<file path="config.mk">
export PLATFORM = sky130hd
export DESIGN_NAME = filter_frame_ctrl
export DESIGN_NICKNAME = d
export VERILOG_FILES = /design/src/rtl/filter_frame_ctrl.sv
export SDC_FILE = /design/constraint.sdc
export NUM_CORES = 1
export LEC_CHECK = 0
export CAP_MARGIN = 10
export CORE_MARGIN = 3
export CORE_UTILIZATION = 55
export CTS_BUF_LIST = sky130_fd_sc_hd__clkbuf_8
export DETAILED_ROUTE_END_ITERATION = 7
export DONT_BUFFER_PORTS = 1
export PLACE_DENSITY = 0.71
export RECOVER_POWER = 25
export SLEW_MARGIN = 20
export SYNTH_ARGS = -nofsm -noshare
export SYNTH_HDL_FRONTEND = slang
export SYNTH_SLANG_ARGS = --single-unit
</file>
<file path="constraint.sdc">
create_clock -name i_clk -period 1.9 [get_ports i_clk]
set_input_delay 0.38 -clock i_clk [delete_from_list [all_inputs] [get_ports i_clk]]
set_output_delay 0.38 -clock i_clk [all_outputs]
set_load 0.03 [all_outputs]
</file>
<file path="src/rtl/filter_frame_ctrl.sv">
// Frame sequencer for kernel_filter: buffers two lines, issues interior 3x3 windows, counts results to done.
// Window valid 1 cycle after the accepting pixel; result path 1 cycle; pixels stall freely, results are never stalled. Option: FILTER_FRAME_RES_CNT_EN adds o_res_cnt.
module filter_frame_ctrl #(
    parameter int IMG_W       = 8,
    parameter int IMG_H       = 8,
    parameter int DATA_SIZE   = 8,
    parameter int KERNEL_SIZE = 3,
    localparam int NWIN       = (IMG_W - 2) * (IMG_H - 2),
    localparam int PW         = $clog2(NWIN + 1)
) (
    input  logic                   i_clk,
    input  logic                   i_nrst,
    input  logic                   i_start,
    input  logic [1:0]             i_cfg_select,
    input  logic                   i_pix_valid,
    input  logic [DATA_SIZE-1:0]   i_pix_data,
    output logic                   o_pix_ready,
    output logic                   o_flt_valid,
    output logic [9*DATA_SIZE-1:0] o_flt_window,
    output logic [1:0]             o_flt_cfg,
    input  logic                   i_flt_ready,
    input  logic [DATA_SIZE-1:0]   i_flt_data,
    output logic                   o_res_valid,
    output logic [DATA_SIZE-1:0]   o_res_data,
    output logic                   o_busy,
`ifdef FILTER_FRAME_RES_CNT_EN
    output logic [PW-1:0]          o_res_cnt,
`endif
    output logic                   o_done
);

    localparam int NTAP = KERNEL_SIZE * KERNEL_SIZE;
    localparam int CW   = $clog2(IMG_W);
    localparam int RW   = $clog2(IMG_H);
    localparam logic [CW-1:0] COL_LAST = CW'(IMG_W - 1);
    localparam logic [RW-1:0] ROW_LAST = RW'(IMG_H - 1);

    typedef enum logic [2:0] {S_IDLE, S_FILL, S_RUN, S_DRAIN, S_DONE} state_t;

    state_t                                 state_q, state_d;
    logic [1:0]                             cfg_q, cfg_d;
    logic [CW-1:0]                          col_q, col_d;
    logic [RW-1:0]                          row_q, row_d;
    logic [IMG_W-1:0][DATA_SIZE-1:0]        lb0_q, lb0_d;
    logic [IMG_W-1:0][DATA_SIZE-1:0]        lb1_q, lb1_d;
    logic [NTAP-1:0][DATA_SIZE-1:0]         win_q, win_d;
    logic [NTAP-1:0][DATA_SIZE-1:0]         flt_win_q, flt_win_d;
    logic                                   flt_valid_q, flt_valid_d;
    logic [PW-1:0]                          pend_q, pend_d;
    logic                                   res_valid_q, res_valid_d;
    logic [DATA_SIZE-1:0]                   res_data_q, res_data_d;
    logic [PW-1:0]                          res_cnt_q, res_cnt_d;
    logic                                   pix_ready;
    logic                                   accept;

    assign pix_ready = (state_q == S_FILL) || (state_q == S_RUN);
    assign accept    = pix_ready && i_pix_valid;

    always_comb begin
        state_d     = state_q;
        cfg_d       = cfg_q;
        col_d       = col_q;
        row_d       = row_q;
        lb0_d       = lb0_q;
        lb1_d       = lb1_q;
        win_d       = win_q;
        flt_win_d   = flt_win_q;
        flt_valid_d = 1'b0;
        pend_d      = pend_q;
        res_valid_d = i_flt_ready;
        res_data_d  = i_flt_data;
        res_cnt_d   = res_cnt_q;

        if (res_valid_q) begin
            res_cnt_d = res_cnt_q + PW'(1);
        end

        unique case (state_q)
            S_IDLE: begin
                if (i_start) begin
                    state_d   = S_FILL;
                    cfg_d     = i_cfg_select;
                    col_d     = '0;
                    row_d     = '0;
                    res_cnt_d = '0;
                end
            end
            S_FILL: begin
                if (accept && row_q == RW'(1) && col_q == COL_LAST) begin
                    state_d = S_RUN;
                end
            end
            S_RUN: begin
                if (accept && row_q == ROW_LAST && col_q == COL_LAST) begin
                    state_d = S_DRAIN;
                end
            end
            S_DRAIN: begin
                // A window issued this cycle is still owed a result even though pend_q has not counted it yet.
                if (pend_q == '0 && !i_flt_ready && !flt_valid_q) begin
                    state_d = S_DONE;
                end
            end
            S_DONE: begin
                state_d = S_IDLE;
            end
            default: begin
                state_d = S_IDLE;
            end
        endcase

        if (accept) begin
            if (col_q == COL_LAST) begin
                col_d = '0;
                row_d = row_q + RW'(1);
            end else begin
                col_d = col_q + CW'(1);
            end
            lb0_d[col_q] = lb1_q[col_q];
            lb1_d[col_q] = i_pix_data;
            for (int r = 0; r < 3; r++) begin
                win_d[r*3+0] = win_q[r*3+1];
                win_d[r*3+1] = win_q[r*3+2];
            end
            win_d[2] = lb0_q[col_q];
            win_d[5] = lb1_q[col_q];
            win_d[8] = i_pix_data;
            if (row_q >= RW'(2) && col_q >= CW'(2)) begin
                flt_valid_d = 1'b1;
                flt_win_d   = win_d;
            end
        end

        // A stray result with nothing outstanding is forwarded but not counted.
        unique case ({flt_valid_q, i_flt_ready})
            2'b10:   pend_d = pend_q + PW'(1);
            2'b01:   pend_d = (pend_q != '0) ? pend_q - PW'(1) : pend_q;
            default: pend_d = pend_q;
        endcase
    end

    always_ff @(posedge i_clk or negedge i_nrst) begin
        if (!i_nrst) begin
            state_q     <= S_IDLE;
            cfg_q       <= '0;
            col_q       <= '0;
            row_q       <= '0;
            lb0_q       <= '0;
            lb1_q       <= '0;
            win_q       <= '0;
            flt_win_q   <= '0;
            flt_valid_q <= 1'b0;
            pend_q      <= '0;
            res_valid_q <= 1'b0;
            res_data_q  <= '0;
            res_cnt_q   <= '0;
        end else begin
            state_q     <= state_d;
            cfg_q       <= cfg_d;
            col_q       <= col_d;
            row_q       <= row_d;
            lb0_q       <= lb0_d;
            lb1_q       <= lb1_d;
            win_q       <= win_d;
            flt_win_q   <= flt_win_d;
            flt_valid_q <= flt_valid_d;
            pend_q      <= pend_d;
            res_valid_q <= res_valid_d;
            res_data_q  <= res_data_d;
            res_cnt_q   <= res_cnt_d;
        end
    end

    assign o_pix_ready  = pix_ready;
    assign o_flt_valid  = flt_valid_q;
    assign o_flt_window = flt_win_q;
    assign o_flt_cfg    = cfg_q;
    assign o_res_valid  = res_valid_q;
    assign o_res_data   = res_data_q;
    assign o_busy       = (state_q != S_IDLE);
    assign o_done       = (state_q == S_DONE);

`ifdef FILTER_FRAME_RES_CNT_EN
    assign o_res_cnt = res_cnt_q;
`else
    logic unused_res_cnt;
    assign unused_res_cnt = ^res_cnt_q;
`endif

endmodule

</file>
Yosys cells after proc, flatten, opt, wreduce, memory -nomap -nowiden
Cells that the tools add are included.

storage, ports and cells
  register bits = 275
  output and inout bits = 87
  bits of input ports = 23
  word-level logic and storage cells = 110

cells by class
  $add $sub $neg = 4
  eq/ne operators = 14
  muxes and demuxes = 25
  reductions and logical operators = 24
  magnitude comparators = 4

operator list
  cell                   count
  $bwmux W64             2
  $bmux W8 S3            2
  $mux W3                12
  $demux W8 S3           1
  $mux W8                3
  $pmux W3 S4            1
  $pmux W6 S2            1
  $eq A3 B3 Y1 const B   3
  $logic_and A1 B1 Y1    9
  $reduce_and A2 Y1      4
  $add A3 B1 Y3 const B  2
  $add A6 B1 Y6 const B  1
  $eq A3 B1 Y1 const B   2
  $eq A3 B2 Y1 const B   2
  $ge A3 B2 Y1 const B   2
  $logic_not A6 Y1       1
  $mux W6                1
  $ne A2 B2 Y1 const B   3
  $reduce_bool A2 Y1     3
  $reduce_bool A6 Y1     1
  $sub A6 B1 Y6 const B  1
  $lt A3 B4 Y1 const B   1
  $ne A2 B1 Y1 const B   2
  $reduce_and A4 Y1      1
  8 further kinds        10

Logic depth before layout (Yosys ltp)
  word-level depth = 7
  mapped depth = 8

Worst setup path after synthesis
No wires, ideal clock.

  kind = register to register
  from = reg state_q[1]
  to = reg lb1_q[31] (netlist bit)
  data required time = 1773 ps
  clock period less this slack = 1730 ps
  data arrival time = 1602 ps
  stages on the path, launching flop included = 7
  slack = 170 ps
  path through = dfrtp_1 > buf_6 > xor2_4 > and3_1 > buf_4 > buf_6 > mux2_1

between the ends
  word-level cells in the longest chain between the ends = 3

RTL lines
  element                                       line  text
  start, declared                               40    state_t state_q, state_d;
  start signal, assigned                        158   state_q <= state_d;
  $eq A3 B1 Y1 or $eq A3 B2 Y1 (tied branches)  56    assign pix_ready = (state_q == S_FILL) || (state_q == S_RUN);
  $logic_or A1 B1 Y1 *                          56
  $logic_and A1 B1 Y1 *                         57    assign accept = pix_ready && i_pix_valid;
  end signal, assigned                          163   lb1_q <= lb1_d;
  end, declared                                 45    logic [IMG_W-1:0][DATA_SIZE-1:0] lb1_q, lb1_d;

Every way passes the cells marked *; elsewhere a longest branch is shown, timed or not.
A chain may end at the register's enable or synchronous reset.

Final worst setup path
  from = reg state_q[1]
  to = out o_busy

between the ends
  word-level cells in the longest chain between the ends = 1

RTL lines
  element             line  text
  $reduce_bool A3 Y1  180   assign o_busy = (state_q != S_IDLE);
  end, declared       25    output logic o_busy,

Every way passes these cells.

==> reports/qor.txt <==
outcome: complete, but fails checks
violated checks: negative hold slack, negative setup slack
Slew Viols, Final: 0
sequential area share after synthesis: 58.64%
synth top area cells: dfrtp_1, mux2_2, nand2_1
GRT Util Overall: 22.35%
post-synthesis cell area: 11740 um^2
storage element area: 6888 um^2
GP Congestion: 0.8075
starting DRC count in detailed routing: 507
dpl hpwl: 15.52 mm
fmax: 506.0 MHz
Core ar.: 20620 um^2
fillers: 1398
Synth top area share: 58.64%
net switching power: 10550 uW
Nets: 1058
Final Critical Period: 1.976 ns
CTS tree: built
Die Span Y: 152.1 um
Clock Skews: 0.02444 ns
aggregate routed wire length: 27.48 mm
critical path required time: 1.52 ns
power per cell area: 1954 nW/um^2
Die W: 152.1 um
clk_lat worst skew: 0.56 ns
Cells after Synth: 930
PortBufs: 0
clock power share: 19.8%
Die ar.: 23130 um^2
Num Clock Sinks: 275
Clock H-tree levels: 2
initial antenna violation count: 0
final period utilization: 104.0%
Util after Layout: 68.78%
share of layout cells above drive strength 1: 30.53%
WL/cell: 20.69 um
Post-DP Area: 12330 um^2
power share of the combinational group: 38.0%
Area Growth Syn to Fin: 20.87%
number of enable flip-flop cells after synthesis: 0
row cnt: 52
vias per cell: 5.665
worst vdd ir: 0.0007212 V
largest net degree at the start of global routing: 276
area leader, netlist: dfrtp_1
Setup-failing EPs final: 49
Int Power: 17170 uW
clock slew seen by the registers of the worst setup and hold paths: 0.06 ns
Slew headroom: 61.60%
synth warn: 0
gr ovfl total: 0
crit path DAT: 1.60 ns
Seq cells post-synth: 275
worst hold slack: -0.4802 ns
CTS root buffer: clkbuf_8
slew at the pin closest to its max-slew limit: 0.5760 ns
most common flop cell mapped by yosys: dfrtp_1
multi-input logic area: 4583 um^2
CP endpoint kind: output port
TritonCTS buffer count: 46
sequential group share of total power: 42.2%
Post-Syn Nets: 960
Switching Fraction: 38.06%
total power draw: 27720 uW
antenna viol nets, final: 0
Synth async-reset ratio: 100.0%
crit-path max FO: 3
I/O pins: 110
initial core utilization: 56.90%
Setup WS pre-CTS: -0.03044 ns
vias in the first global route: 7652
Worst Setup Slack, final: -0.07644 ns
via count: 7523
Hold WC Path Type: input pin to async pin
Synth cell types: 57
global-route wire length before repair: 42.01 mm
post-route cell area: 14190 um^2
P_leak: 0.006599 uW
Final Hold Vio Count: 275
clock tree buffer depth: 3
cts hold-fix bufs: 19
drt pass-1 iters: 5
RSZ-0062 raised after global routing: yes
ANT cells: 0
WS Path Type: flop to output port
DRC: 0
max-cap violations: 0
Synth Area per Inst: 12.62 um^2
CP Launch Type: flop
## metrics by stage
step | std cells | TNS, ns | hold WS (ns)
after floorplan | 930 | 0 | 0.08441
after global placement | 1200 | -0.04518 | 0.09153
after detailed placement | 1200 | -0.1774 | 0.09271
after CTS | 1308 | -0.1640 | -0.5099
after global routing | 1328 | -4.598 | -0.5083
final | 1328 | -1.315 | -0.4802
## critical path, stage by stage (launching register included)
cell and delay, ns:
dfrtp_2 0.42, buf_6 0.13, nor3_4 0.20, buf_6 0.13, clkinvlp_4 0.16
## worst paths after layout
check,startpoint,end,slack (ns),cells after the start
worst max-delay path,state_q[1]$_DFFE_PN0P_,o_busy,-0.08,4
worst min-delay path,i_nrst,o_flt_window[5]$_DFFE_PN0P_,-0.48,0
worst max register to register,state_q[1]$_DFFE_PN0P_,o_flt_window[38]$_DFFE_PN0P_,-0.07,7
worst min register to register,win_q[35]$_DFFE_PN0N_,win_q[35]$_DFFE_PN0N_,0.47,2
max in group asynchronous,i_nrst,col_q[1]$_DFFE_PN0P_,1.84,0
min in group i_clk,i_flt_ready,pend_q[1]$_DFFE_PN0P_,0.06,3
## flip-flops by register name, summed over array words and instances (netlist names)
register,cells
col_q,3
lb0_q,64
lb1_q,64
o_flt_cfg,2
o_flt_valid,1
o_flt_window,72
o_res_data,8
o_res_valid,1
pend_q,6
row_q,3
state_q,3
win_q,48
## synth_stat cells, types with 7 or more instances
master / instances
a21oi_1: 42
a22o_1: 13
a22oi_1: 16
buf_2: 12
buf_4: 20
buf_6: 18
clkbuf_1: 10
dfrtp_1: 275
ha_1: 7
mux2_1: 42
mux2_2: 91
mux2_4: 16
mux2i_1: 21
nand2_1: 156
nand3_1: 8
nor2_1: 41
o21ai_0: 44
o22ai_1: 7
## metal layers
layer	up-vias	share of wire (%)	track usage (%)	wire [um]
li1	3441	-	-	-
met1	3783	44	29.96	12050
met2	246	48	36.54	13140
met3	53	6.0	5.489	1650
met4	0	2.3	6.721	629
met5	-	0	0	0
## cell usage in the layout (no fill, tap or decap), drive strengths merged, types with 19 or more instances in the layout
| master | synthesis | routed |
|---|---|---|
| a21oi | 42 | 42 |
| buf | 50 | 85 |
| clkbuf | 12 | 64 |
| dfrtp | 275 | 275 |
| dlygate4sd3 | 0 | 19 |
| mux2 | 149 | 149 |
| mux2i | 22 | 22 |
| nand2 | 156 | 156 |
| nor2 | 41 | 41 |
| o21ai | 48 | 48 |
## kinds of logic after synthesis
| group | count (synthesis) | synth area share (%) |
|---|---|---|
| buffers and inverters | 68 | 4.115 |
| DFF | 275 | 58.64 |
| xor gates and xnor gates | 9 | 0.9915 |
| AOI/OAI and AO/OA | 150 | 7.857 |
| muxes | 173 | 17.17 |
| adders and majority gates | 7 | 0.7462 |
| and+or+nand+nor | 248 | 10.48 |
## layout make-up
type,count,area share [%]
Multi-Input combinational cell,588,32.31
Clock inverter,20,1.200
Sequential cell,275,48.55
Inverter,6,0.1852
Timing Repair Buffer,111,9.746
Tap cell,270,2.381
Clock buffer,58,5.627
## power by group through the flow
stage          clock network (uW)  logic [uW]  registers, uW
6_report                     5500       10500          11700
3_3_place_gp                    0        8900          11600
3_5_place_dp                    0        9140          11700
5_1_grt                      5910       11300          12000
4_1_cts                      5600        9560          11600
2_1_floorplan                   0        6370          11100
## what timing repair did
action	in CTS	in global routing
resized for setup	14	56
endpoints found under the hold margin	366	275
cloned	2	8
setup endpoints to repair	23	130
setup buffers	9	12
pin swaps	4	5
Note: power is estimated with default switching activity, not from simulation.
